`src/rtl/hello_sequencer.sv`:
```
// hello_sequencer: steps a 3-bit letter register through H,E,L,L,O with one Load strobe per letter change.
// Ports: Clk clock, Clr sync active-high reset, Start begin pass, Stop abort to idle,
//        Hold freeze tick/letter, T letter code, Load register strobe, Busy not idle, Done pass complete.
// Build option: define HELLO_LOOP_EN to restart at H after O instead of returning to idle.
module hello_sequencer #(
    parameter int TICK_DIV = 4
) (
    input  logic       Clk,
    input  logic       Clr,
    input  logic       Start,
    input  logic       Stop,
    input  logic       Hold,
    output logic [2:0] T,
    output logic       Load,
    output logic       Busy,
    output logic       Done
);
    typedef enum logic [2:0] {IDLE, S_H, S_E, S_L1, S_L2, S_O} state_t;
    localparam logic [7:0] RELOAD = 8'(TICK_DIV - 1);
    localparam logic [2:0] BLANK = 3'b111;
    state_t state;
    logic [7:0] tick;
    always_ff @(posedge Clk) begin
        if (Clr) begin
            state <= IDLE;
            tick  <= 8'd0;
            T     <= BLANK;
            Load  <= 1'b0;
            Busy  <= 1'b0;
            Done  <= 1'b0;
        end else begin
            Load <= 1'b0;
            Done <= 1'b0;
            if (state == IDLE) begin
                if (Start && !Stop) begin
                    state <= S_H;
                    T     <= 3'b000;
                    Load  <= 1'b1;
                    Busy  <= 1'b1;
                    tick  <= RELOAD;
                end
            end else if (Stop) begin
                // abort wins over Hold and over a same-cycle tick expiry
                state <= IDLE;
                T     <= BLANK;
                Load  <= 1'b1;
                Busy  <= 1'b0;
                tick  <= 8'd0;
            end else if (!Hold) begin
                if (tick != 8'd0) begin
                    tick <= tick - 8'd1;
                end else begin
                    tick <= RELOAD;
                    Load <= 1'b1;
                    case (state)
                        S_H:  begin state <= S_E;  T <= 3'b001; end
                        S_E:  begin state <= S_L1; T <= 3'b010; end
                        S_L1: begin state <= S_L2; T <= 3'b010; end
                        S_L2: begin state <= S_O;  T <= 3'b011; end
                        default: begin
                            Done <= 1'b1;
`ifdef HELLO_LOOP_EN
                            state <= S_H;
                            T     <= 3'b000;
`else
                            state <= IDLE;
                            T     <= BLANK;
                            Busy  <= 1'b0;
                            tick  <= 8'd0;
`endif
                        end
                    endcase
                end
            end
        end
    end
endmodule
```
`config.mk`:
```
export PLATFORM = sky130hd
export DESIGN_NAME = hello_sequencer
export DESIGN_NICKNAME = d
export VERILOG_FILES = /design/src/rtl/hello_sequencer.sv
export SDC_FILE = /design/constraint.sdc
export NUM_CORES = 1
export LEC_CHECK = 0
export ABC_CLOCK_PERIOD_IN_PS = 2200
export BUFFER_PORTS_ARGS = -buffer_cell sky130_fd_sc_hd__buf_2
export CELL_PAD_IN_SITES_DETAIL_PLACEMENT = 0
export CELL_PAD_IN_SITES_GLOBAL_PLACEMENT = 1
export CORE_ASPECT_RATIO = 0.7
export CORE_UTILIZATION = 42
export CTS_CLUSTER_DIAMETER = 30
export DETAILED_ROUTE_END_ITERATION = 12
export GPL_TIMING_DRIVEN = 0
export PLACE_DENSITY = 0.76
export SKIP_CTS_REPAIR_TIMING = 1
export SYNTH_ARGS = -nofsm -noshare
export SYNTH_HDL_FRONTEND = slang
export SYNTH_SLANG_ARGS = --single-unit
```
`constraint.sdc`:
```
create_clock -name Clk -period 2.2 [get_ports Clk]
set_input_delay 0.22 -clock Clk [delete_from_list [all_inputs] [get_ports Clk]]
set_output_delay 0.22 -clock Clk [all_outputs]
set_load 0.02 [all_outputs]
```
### Word level (Yosys, flattened, before mapping)

Index checks and enable logic that the tools add are counted.

| operators by class | value |
|---|---|
| add/sub/neg operators | 1 |
| eq/ne operators | 8 |
| mux-type cells | 30 |
| reduce and logical (&&, ||, !) cells | 10 |

Operator list:

| kind | number |
|---|---|
| $mux 8 | 5 |
| $mux 3 | 10 |
| $mux 1 | 12 |
| $pmux 3 s4 | 1 |
| $pmux 3 s3 | 1 |
| $reduce_bool 8->1 | 1 |
| $sub 8x1->8 const B | 1 |
| $eq 3x2->1 const B | 2 |
| $reduce_or 5->1 | 1 |
| $reduce_and 4->1 | 1 |
| $reduce_or 4->1 | 1 |
| $eq 3x1->1 const B | 1 |
| $eq 3x3->1 const B | 1 |
| $logic_not 3->1 | 1 |
| $ne 3x1->1 const B | 1 |
| $ne 3x2->1 const B | 1 |
| $ne 3x3->1 const B | 1 |
| $reduce_and 3->1 | 1 |
| $mux 2 | 1 |
| $ne 2x1->1 const B | 1 |
| $reduce_and 2->1 | 1 |
| $reduce_or 2->1 | 1 |
| $logic_and 1x1->1 | 1 |
| $logic_not 1->1 | 1 |

| word-level totals | value |
|---|---|
| register bits after elaboration | 17 |
| input port bits | 5 |
| output and inout port bits | 6 |
| word-level logic and storage cells | 55 |

### Logic depth before layout (Yosys ltp)

| logic depth | value |
|---|---|
| word-level depth | 7 |
| depth in mapped cells | 7 |
| depth with buffers taken out | 6 |

### Worst setup path before layout

OpenSTA, ideal clock, no wires.

| timing path | value |
|---|---|
| path type | register to register |
| start point | register tick[0] |
| end point | register T[0] |
| library setup time | 0.120 ns |
| arrival | 1.611 ns |
| data required time | 2.080 ns |
| slack | 0.469 ns |
| cell stages (with the launch flop) | 8 |
| path buffers | 1 |
| period minus slack after synthesis | 1.731 ns |
| cells stage by stage | dfxtp_1 inv_1 ha_1 nor4b_4 a211oi_2 buf_6 or2_1 a211o_1 |

| between the ends | value |
|---|---|
| longest elaborated chain between the ends | 3 |

RTL lines:

| element | RTL line | RTL |
|---|---|---|
| start, declared | 22 | `logic [7:0] tick;` |
| start signal, assigned | 51 | `tick <= tick - 8'd1;` |
| $reduce_bool 8->1 | 50 | `if (tick != 8'd0) begin` |
| $ne 3x3->1 (no source line) | n/a |  |
| $reduce_and 3->1 (no source line) | n/a |  |
| end signal, assigned | 56 | `S_H: begin state <= S_E; T <= 3'b001; end` |
| end signal, assigned | 57 | `S_E: begin state <= S_L1; T <= 3'b010; end` |
| end signal, assigned | 58 | `S_L1: begin state <= S_L2; T <= 3'b010; end` |
| end, declared | 13 | `output logic [2:0] T,` |

No other way between the ends.
A chain may end at the register's enable or synchronous reset.

### Final worst setup path

| timing path | value |
|---|---|
| start point | register tick[1] |
| end point | register T[1] |

The elaborated chain is that of the path after synthesis.

==> results.json <==
{
  "status": "complete, no violations",
  "synth_compound_area_frac": 0.273,
  "yosysSeqAreaShare": 0.368,
  "async_reset_ff_frac": 0,
  "drv_cap": 0,
  "synthFlopType": "dfxtp_1",
  "gp_congestion": 0.851,
  "htree_levels": 1,
  "drt-total-wl_um": 2150,
  "synthAdderAreaFrac": 0.0135,
  "worst_pin_slew_ns": 0.484,
  "synth_top_family_by_area": "simple AND/OR/NAND/NOR gates",
  "grt_max_degree": 11,
  "grt_antenna_before_repair": 0,
  "cts_tree": "built",
  "setup_tns_ns": 0,
  "drtIter0Drc": 28,
  "synth_seq_cells": 17,
  "area_growth_pct": 12.3,
  "cp-end-kind": "register",
  "rsz0062_at_grt": "no",
  "arrival_ns": 2.16,
  "critical_path_class": "reg -> reg",
  "grt_overflow": 0,
  "synth-edff-count": 0,
  "netlist_instances": 104,
  "slowest_delay_ns": 0.33,
  "cpLargestDelayFamily": "simple AND/OR/NAND/NOR gates",
  "antenna_left": 0,
  "period_share": 0.897,
  "start_kind": "register",
  "hold_viol": 0,
  "fmax_mhz": 507,
  "dr_total_vias": 871,
  "synth_simple_gate_area_frac": 0.276,
  "synth-xor-area-share": 0,
  "peakVddDrop_mv": 0.534,
  "cts_buffer_depth": 2,
  "ys_types": 36,
  "clock-sinks": 17,
  "critPathSlowestCell": "nor4b_4",
  "synth.area.mux_share": 0,
  "drive_above_1_share": 0.195,
  "drc_errors": 0,
  "critPathMaxFanout": 10,
  "dp_hpwl_um": 1530,
  "slew_violations": 0,
  "die_w_um": 58.1,
  "initial_utilization": 0.470,
  "post_synth.cell_area_avg_um2": 8.90,
  "fin_skew_ns": 0.000410,
  "first_pass_iters": 4,
  "cts-root-buf": "clkbuf_4",
  "num_rows": 13,
  "die_y_um": 41.3,
  "fill_cells": 195,
  "crit_chain": "inv_1, ha_1, nor4b_4, a211oi_2, buf_6, or2_1, a211o_1",
  "nets": 125,
  "synthesis.area_um2": 926,
  "grt_pass1_wl_um": 3480,
  "cp_num_buf_inv": 2,
  "cts_inserted_buffers": 3,
  "hold_slack_ns": 0.114,
  "path_clk_slew_ns": 0.10,
  "maxSlewHeadroom": 0.677,
  "grt_pass1_vias": 740,
  "holdCritPathClass": "in -> reg",
  "syn-num-nets": 110,
  "grt_usage": 0.205,
  "portBuffers": 10,
  "p_leak_nw": 0.392,
  "regArea_um2": 340,
  "clock_latency_ns": 0.28,
  "min_period_ns": 1.97,
  "avgRoutedWirePerCell_um": 14.5,
  "setup_violations": 0,
  "dieArea_mm2": 0.00240,
  "pin_count": 11,
  "antenna_cells": 0,
  "crit_required_ns": 2.38,
  "vias_per_cell": 5.89,
  "power.density_mw_per_mm2": 1320,
  "yosysWarningCount": 0,
  "fp.coreArea_mm2": 0.00197,
  "multi_input_area_um2": 520
}
==> registers in the layout, summed over array words and instances, names as in the netlist <==
name / cells
tick: 8
Load: 1
T: 3
Done: 1
Busy: 1
state: 3
==> placed cells by master (no fill, tap or decap) <==
| master | count |
|---|---|
| a211o_1 | 3 |
| a211oi_1 | 2 |
| a211oi_2 | 1 |
| a21oi_1 | 13 |
| a221oi_1 | 2 |
| a2bb2oi_2 | 1 |
| a31oi_1 | 1 |
| and4b_1 | 1 |
| buf_2 | 11 |
| buf_6 | 3 |
| clkbuf_1 | 5 |
| clkbuf_4 | 3 |
| dfxtp_1 | 17 |
| ha_1 | 1 |
| inv_1 | 3 |
| nand2_1 | 2 |
| nand2b_1 | 1 |
| nand3_1 | 3 |
| nand3b_1 | 1 |
| nor2_1 | 7 |
| nor2b_1 | 2 |
| nor3_1 | 3 |
| nor3_2 | 1 |
| nor3_4 | 1 |
| nor4_1 | 1 |
| nor4_2 | 1 |
| nor4b_4 | 1 |
| o21ai_0 | 6 |
| o21ai_1 | 1 |
| o21bai_1 | 3 |
| o22ai_1 | 1 |
| o31ai_1 | 3 |
| o41ai_1 | 1 |
| or2_1 | 1 |
| or3_1 | 6 |
| or4_1 | 3 |
| or4b_1 | 2 |
==> kinds of logic after synthesis <==
group           Yosys count
compound gates           38
simple gates             37
flops                    17
buf+inv                  11
fa+ha+maj                 1
==> stage by stage <==
step | total power [mW] | instance area, um^2 | utilization | cells | setup slack (ns)
after floorplan | 1.04 | 926 | - | 104 | 0.469
after global placement | 1.19 | 1010 | 0.515 | 144 | 0.281
after detailed placement | 1.20 | 1010 | 0.515 | 144 | 0.253
after CTS | 1.38 | 1040 | 0.528 | 148 | 0.234
after global routing | 1.48 | 1040 | 0.528 | 148 | 0.118
final | 1.37 | 1040 | 0.528 | 148 | 0.226
==> area by class of cell <==
| class | instances | share of cell area |
|---|---|---|
| multi-input combinational | 76 | 0.501 |
| sequential | 17 | 0.327 |
| tap | 30 | 0.0361 |
| buffer | 8 | 0.0517 |
| clock buffer | 4 | 0.0253 |
| timing repair buffer | 10 | 0.0481 |
| inverter | 3 | 0.0108 |
==> power by group <==
part           total (mW)  internal, mW  switching, mW
clock               0.168        0.0704         0.0978
sequential          0.484         0.396         0.0880
combinational       0.717         0.307          0.409
==> metal layers <==
metal,global-route usage,wire length (um),up-vias
met5,0,0,-
met1,0.273,1060,409
li1,-,-,433
met3,0.0599,152,2
met4,0.0476,17,0
met2,0.330,917,27
==> worst register-to-register path: stages, from the launching register on <==
cell and delay [ns]:
dfxtp_1 0.32, inv_1 0.11, ha_1 0.22, nor4b_4 0.33, a211oi_2 0.15, buf_6 0.16, or2_1 0.27, a211o_1 0.31
==> final timing paths <==
path | from | cells after the start | endpoint | slack (ns)
max | tick[1] | 7 | T[1] | 0.23
min | Clr | 2 | Done | 0.11
min reg2reg | T[2] | 1 | T[2] | 0.47
max reg2reg | tick[1] | 7 | T[1] | 0.23
==> synthesized netlist by cell type, types with 2 or more instances <==
master | number | area share
a211o_1 | 3 | 0.028
inv_1 | 3 | 0.012
nor2_1 | 7 | 0.028
o21ai_0 | 6 | 0.032
or4b_1 | 2 | 0.022
dfxtp_1 | 17 | 0.37
or4_1 | 3 | 0.024
nor3_1 | 3 | 0.016
nand3_1 | 3 | 0.016
a221oi_1 | 2 | 0.019
nor2b_1 | 2 | 0.014
nand2_1 | 2 | 0.0081
or3_1 | 6 | 0.041
o21bai_1 | 3 | 0.024
o31ai_1 | 3 | 0.024
clkbuf_1 | 4 | 0.016
buf_6 | 3 | 0.036
a211oi_1 | 2 | 0.016
a21oi_1 | 13 | 0.070
(Power assumes the default switching activity.)
